[src/rtl/clk_gate_ctrl.sv]
// N-channel clock-gating controller: per-channel OFF/WAKE/ON/DRAIN FSM drives a
// glitch-free latch gate, with wake-up delay, idle auto-gating and test enable.
module clk_gate_ctrl #(
  parameter int NCH      = 4,
  parameter int CNT_W    = 8,
  parameter int WAKE_DLY = 2
) (
  input  logic               clk,
  input  logic               rst_n,
  input  logic               te,
  input  logic [NCH-1:0]     en,
  input  logic [NCH-1:0]     wake,
  input  logic [NCH-1:0]     busy,
  input  logic [CNT_W-1:0]   idle_thr,
  output logic [NCH-1:0]     clkout,
  output logic [NCH-1:0]     ack,
  output logic [NCH-1:0]     sleep,
  output logic [2*NCH-1:0]   state_dbg
);

  // Handshake: en is a level request; ack is high only while the gated clock
  // is running and stable (ON). en may drop at any time; ack then drops next cycle.
  typedef enum logic [1:0] {S_OFF = 2'd0, S_WAKE = 2'd1, S_ON = 2'd2, S_DRAIN = 2'd3} state_t;

  localparam logic [3:0] WAKE_LD = 4'(WAKE_DLY);

  logic [CNT_W-1:0] thr_m1;
  assign thr_m1 = idle_thr - {{(CNT_W-1){1'b0}}, 1'b1};

  for (genvar g = 0; g < NCH; g++) begin : g_ch
    state_t           state_q, state_d;
    logic [3:0]       wcnt_q, wcnt_d;
    logic [CNT_W-1:0] icnt_q, icnt_d;
    logic             sleep_q, sleep_d;
    logic             gate_on, ack_c, gate_lat, auto_hit;

    always_ff @(posedge clk) begin
      if (!rst_n) begin
        state_q <= S_OFF;
        wcnt_q  <= '0;
        icnt_q  <= '0;
        sleep_q <= 1'b0;
      end else begin
        state_q <= state_d;
        wcnt_q  <= wcnt_d;
        icnt_q  <= icnt_d;
        sleep_q <= sleep_d;
      end
    end

    // ">=" rather than "==" so a lowered threshold gates on the next idle cycle.
    assign auto_hit = (idle_thr != '0) && (icnt_q >= thr_m1);

    always_comb begin
      state_d = state_q;
      wcnt_d  = wcnt_q;
      icnt_d  = icnt_q;
      sleep_d = sleep_q;
      if (!en[g] || wake[g]) sleep_d = 1'b0;
      case (state_q)
        S_OFF: begin
          icnt_d = '0;
          if (en[g] && (!sleep_q || wake[g])) begin
            state_d = S_WAKE;
            wcnt_d  = WAKE_LD;
          end
        end
        S_WAKE: begin
          icnt_d = '0;
          if (!en[g])              state_d = S_DRAIN;
          else if (wcnt_q == 4'd0) state_d = S_ON;
          else                     wcnt_d  = wcnt_q - 4'd1;
        end
        S_ON: begin
          if (!en[g]) begin
            state_d = S_DRAIN;
            icnt_d  = '0;
          end else if (busy[g]) begin
            icnt_d = '0;
          end else if (auto_hit) begin
            state_d = S_DRAIN;
            sleep_d = 1'b1;
            icnt_d  = '0;
          end else if (icnt_q != '1) begin
            icnt_d = icnt_q + 1'b1;
          end
        end
        S_DRAIN: begin
          icnt_d = '0;
          if (!busy[g]) state_d = S_OFF;
        end
        default: state_d = S_OFF;
      endcase
    end

    always_comb begin
      gate_on = (state_q != S_OFF);
      ack_c   = (state_q == S_ON);
    end

    // Latch is transparent only while clk is low, so a high phase is never cut short.
    always_latch begin
      if (!clk) gate_lat <= gate_on | te;
    end

    assign clkout[g]            = gate_lat & clk;
    assign ack[g]               = ack_c;
    assign sleep[g]             = sleep_q;
    assign state_dbg[2*g +: 2]  = state_q;
  end

endmodule

[config.mk]
export PLATFORM = sky130hd
export DESIGN_NAME = clk_gate_ctrl
export DESIGN_NICKNAME = d
export VERILOG_FILES = /design/src/rtl/clk_gate_ctrl.sv
export SDC_FILE = /design/constraint.sdc
export NUM_CORES = 1
export LEC_CHECK = 0
export ABC_AREA = 1
export BUFFER_PORTS_ARGS = -buffer_cell sky130_fd_sc_hd__buf_2
export CAP_MARGIN = 0
export CORE_MARGIN = 2
export CORE_UTILIZATION = 55
export DETAILED_ROUTE_END_ITERATION = 6
export PLACE_DENSITY = 0.75
export SYNTH_ARGS = -nofsm -noshare
export SYNTH_HDL_FRONTEND = slang
export SYNTH_SLANG_ARGS = --single-unit
[constraint.sdc]
create_clock -name clk -period 6 [get_ports clk]
set_input_delay 0.6 -clock clk [delete_from_list [all_inputs] [get_ports clk]]
set_output_delay 0.6 -clock clk [all_outputs]
set_load 0.03 [all_outputs]
Yosys cells after proc, flatten, opt, wreduce, memory -nomap -nowiden --
Index checks and enable logic that the tools add are counted.
Storage, ports and cells: register bits after elaboration 60, memories 0, ROM bits 0, bits of input ports 23, RAM bits 0, latch bits 4
Cells by class: shifts and indexed selects 0, muxes and demuxes 92, equal/unequal tests 48, $mul 0, $lt $le $gt $ge 4, add/subtract/negate cells 9, divide/modulo/power cells 0, reduce and logical (&&, ||, !) cells 53, bitwise logic cells 8
Operators with widths (count):
- 8-bit two-way mux | 16
- 8-bit case mux with 2 select lines | 4
- 2-bit two-way mux | 28
- 4-bit two-way mux | 12
- 8-bit by 1-bit adder with 8-bit output, second input constant | 4
- 8-bit greater-or-equal comparator | 4
- 2-bit != test, second input constant | 16
- 8-bit != test, second input constant | 4
- 2-bit case mux with 4 select lines | 4
- 4-bit case mux with 2 select lines | 4
- 1-bit two-way mux | 24
- 3-bit != test, second input constant | 8
- 5-bit by 3-bit != test with 1-bit output, second input constant | 4
- 5-bit AND reduction | 4
- 2-bit == test, second input constant | 8
- 4-bit zero test | 4
- 4-bit AND reduction | 4
- 2-bit nonzero test | 8
- 4-bit by 1-bit subtractor with 4-bit output, second input constant | 4
- 3-bit by 2-bit != test with 1-bit output, second input constant | 4
- 3-bit OR reduction | 4
- 2-bit by 1-bit == test with 1-bit output, second input constant | 4
- 1-bit logical AND | 8
- 1-bit zero test | 8
- other kinds (6) | 22

Logic depth before layout (Yosys ltp) --
depth after elaboration 7, gate-level depth with buffers 19, mapped depth without buffers 19

==> results.sh <==
export IMPL_status="completed"
export IMPL_post_cts_buffers=0
export IMPL_grt_util_all_layers_pct=22.75
export IMPL_num_rows=32
export IMPL_max_slew_margin_rel_pct=57.70
export IMPL_worstHoldEndpoint="g_ch[0].sleep_q"
export IMPL_fin_worst_skew_ns=0.008738
export IMPL_vias=3961
export IMPL_clk_latency_ns=0.46
export IMPL_max_stage_delay_ns=0.40
export IMPL_register_area_um2=1261
export IMPL_synth_top_area_share_pct=26.86
export IMPL_leakagePower_uw=0.002347
export IMPL_yosys_area_top_type="dfxtp_1"
export IMPL_finalHoldViolCount=0
export IMPL_crit_fanout=1
export IMPL_combPwrFrac_pct=36.5
export IMPL_ys_seq_elements=64
export IMPL_n_fill_cell=719
export IMPL_antenna_cells=0
export IMPL_place_congestion=0.8204
export IMPL_avgSynthCellArea_um2=6.955
export IMPL_path_cells="nand2_1, inv_1, buf_2"
export IMPL_dieArea_um2=8868
export IMPL_antenna_found_initial=0
export IMPL_dr_pass1_iters=4
export IMPL_drt_iter0_drc=154
export IMPL_p_sw_uw=732.6
export IMPL_drc_errors=0
export IMPL_drv_cap=0
export IMPL_via_per_inst=4.989
export IMPL_synth_warnings=0
export IMPL_powerDensity_nw_per_um2=345.4
export IMPL_crit_slowest_cell="dlxtn_1"
export IMPL_die_width_um=94.17
export IMPL_ant_nets=0
export IMPL_grt_pass1_vias=3772
export IMPL_power_report_internal_total_uw=983.3
export IMPL_synth_fp_nets=712
export IMPL_worst_r2r_cell_count=3
export IMPL_initial_core_util_pct=57.28
export IMPL_grt_pass1_wl_mm=16.01
export IMPL_hold_worst_slack_ns=0.4221
export IMPL_placed_cell_area_um2=4712
export IMPL_grt_start_max_net_pins=21
export IMPL_worstPathArrival_ns=4.16
export IMPL_finalSetupTns_ns=0
export IMPL_wl_mm=9.173
export IMPL_synth_edf_count=0
export IMPL_nNetsFinal=756
export IMPL_port_buffers=42
export IMPL_start_kind="latch"
export IMPL_tritoncts="yes"
export IMPL_p_seq_share_pct=31.7
export IMPL_post_dp_hpwl_mm=7.073
export IMPL_die_h_um=94.17
export IMPL_final_area_um2=4967
export IMPL_io_pins=43
export IMPL_holdBufCountCts=0
export IMPL_cts_resized_gates=0
export IMPL_end_kind="primary output"
export IMPL_r2r_start="g_ch[3].state_q[0]"
export IMPL_swShare_pct=42.70
export IMPL_clkTransAtPathRegs_ns=0.08
export IMPL_worst_endpoint_required_ns=5.40
export IMPL_ys_flop_type="dfxtp_1"
export IMPL_worstHoldStart="wake[0]"
export IMPL_reg2reg_slack_ns=2.14
export IMPL_peakVddDrop_mv=0.3248
export IMPL_tightest_slew_ns=0.6300
export IMPL_netlist_instances=643
export IMPL_synth_area_um2=4472
export IMPL_hold_path_depth=4
export IMPL_maxSlewViolCount=0
export IMPL_grt_setup_unrepaired="no"
export IMPL_core_area_um2=7807
export IMPL_synthTopCellsByArea="dfxtp_1 27%, ha_1 13%, nand2_1 10%"
export IMPL_async_flop_share_pct=0
export IMPL_routedWlPerCell_um=11.55
export IMPL_min_path_type="in -> reg"
export IMPL_multiInputGateArea_um2=2659
export IMPL_reg2reg_to="g_ch[3].gate_lat"
export IMPL_crit_type="latch -> out"
export IMPL_synth_distinct_cells=42
export IMPL_drive_above_1_share_pct=16.18
export IMPL_finalSetupViolCount=0
export IMPL_area_growth_pct=11.08
export IMPL_grt_ovfl_total=0
export IMPL_p_clk_share_pct=31.7
## worst max-delay path by stage
stage,startpoint,cells after the start,endpoint
2_1_floorplan,g_ch[0].gate_lat,2,clkout[0]
3_3_place_gp,g_ch[1].gate_lat,3,clkout[1]
3_5_place_dp,g_ch[0].gate_lat,3,clkout[0]
4_1_cts,g_ch[3].gate_lat,3,clkout[3]
5_1_grt,g_ch[3].gate_lat,3,clkout[3]
6_report,g_ch[3].gate_lat,3,clkout[3]
## metrics by stage
step	util, %	setup WS (ns)	cells	power, uW
3_5_place_dp	60.35	1.769	774	1270
6_report	63.62	1.243	794	1716
2_1_floorplan	-	1.794	643	1126
5_1_grt	63.62	1.176	794	1859
3_3_place_gp	60.35	1.776	774	1245
4_1_cts	63.62	1.230	794	1736
## critical path: cells and delay by family, from the launching register on
family	cells	cell delay (ns)
latches	1	0.40
buffers and inverters	2	0.23
AND/OR/NAND/NOR	1	0.07
## layout by cell type (no fill, tap or decap), types with 8 or more instances in the layout
| master | Yosys | routed |
|---|---|---|
| nor3_2 | 11 | 11 |
| dfxtp_1 | 60 | 60 |
| inv_1 | 118 | 118 |
| nand4_1 | 8 | 8 |
| a211oi_1 | 8 | 8 |
| nand3_1 | 49 | 49 |
| nand2_2 | 14 | 14 |
| o21ai_0 | 27 | 27 |
| nor2_1 | 59 | 59 |
| buf_2 | 2 | 42 |
| nor3_1 | 20 | 20 |
| a21oi_1 | 28 | 28 |
| ha_1 | 46 | 46 |
| nand2_1 | 125 | 125 |
| clkbuf_8 | 0 | 14 |
| xor2_1 | 11 | 11 |
## flip-flops by register name, indices dropped and copies added, names as in the netlist
signal,cells
g_ch.sleep_q,4
g_ch.state_q,8
g_ch.icnt_q,32
g_ch.wcnt_q,16
g_ch.gate_lat,4
## layer usage
layer	share of wire, %	wire length, um	global-route usage [%]	vias up
met2	46	4247	37.74	69
met3	3.8	353	6.501	13
li1	-	-	-	2134
met1	49	4463	27.65	1745
met4	1.2	108	9.058	0
met5	0	0	0	-
## power by group through the flow
stage / logic, uW / registers (uW) / clock network, uW
final: 627 / 545 / 545
after global routing: 717 / 555 / 587
after CTS: 628 / 545 / 563
after detailed placement: 623 / 553 / 93.3
after global placement: 605 / 547 / 93.3
after floorplan: 467 / 586 / 72.6
## kinds of logic (layout without fill, tap and decap cells)
| kind of cell | Yosys count | in the layout | share of synthesized area (%) |
|---|---|---|---|
| adder cells (fa/ha/maj) | 46 | 46 | 12.87 |
| flip-flops | 60 | 60 | 26.86 |
| multiplexers | 1 | 1 | 0.2238 |
| buffers and inverters | 134 | 183 | 12.34 |
| AO/OA/AOI/OAI | 74 | 74 | 9.457 |
| XOR/XNOR | 13 | 13 | 2.546 |
| AND/OR/NAND/NOR | 311 | 311 | 34.36 |
| latches | 4 | 4 | 1.343 |
## cell type report
type | instances | share of cell area, %
clock buffer | 19 | 4.786
clock inverter | 9 | 1.058
inverter | 117 | 8.841
multi-input combinational | 445 | 53.53
sequential | 64 | 25.39
tap | 102 | 2.569
timing repair buffer | 38 | 3.829
## synthesized netlist by cell type, types with 3 or more instances
library cell  instances
nor3_1               20
ha_1                 46
inv_1               118
nand4_1               8
a211oi_1              8
nand2_4               3
nor2_1               59
dfxtp_1              60
nor3_2               11
a21oi_1              28
nand2_2              14
dlxtn_1               4
nor2_2                4
o21ai_0              27
nand2_1             125
nand3_1              49
nand3_4               3
o21a_1                4
nor3b_2               3
a31oi_1               4
nor2_4                3
xor2_1               11
buf_4                 8
Note: power is estimated with default switching activity, not from simulation.
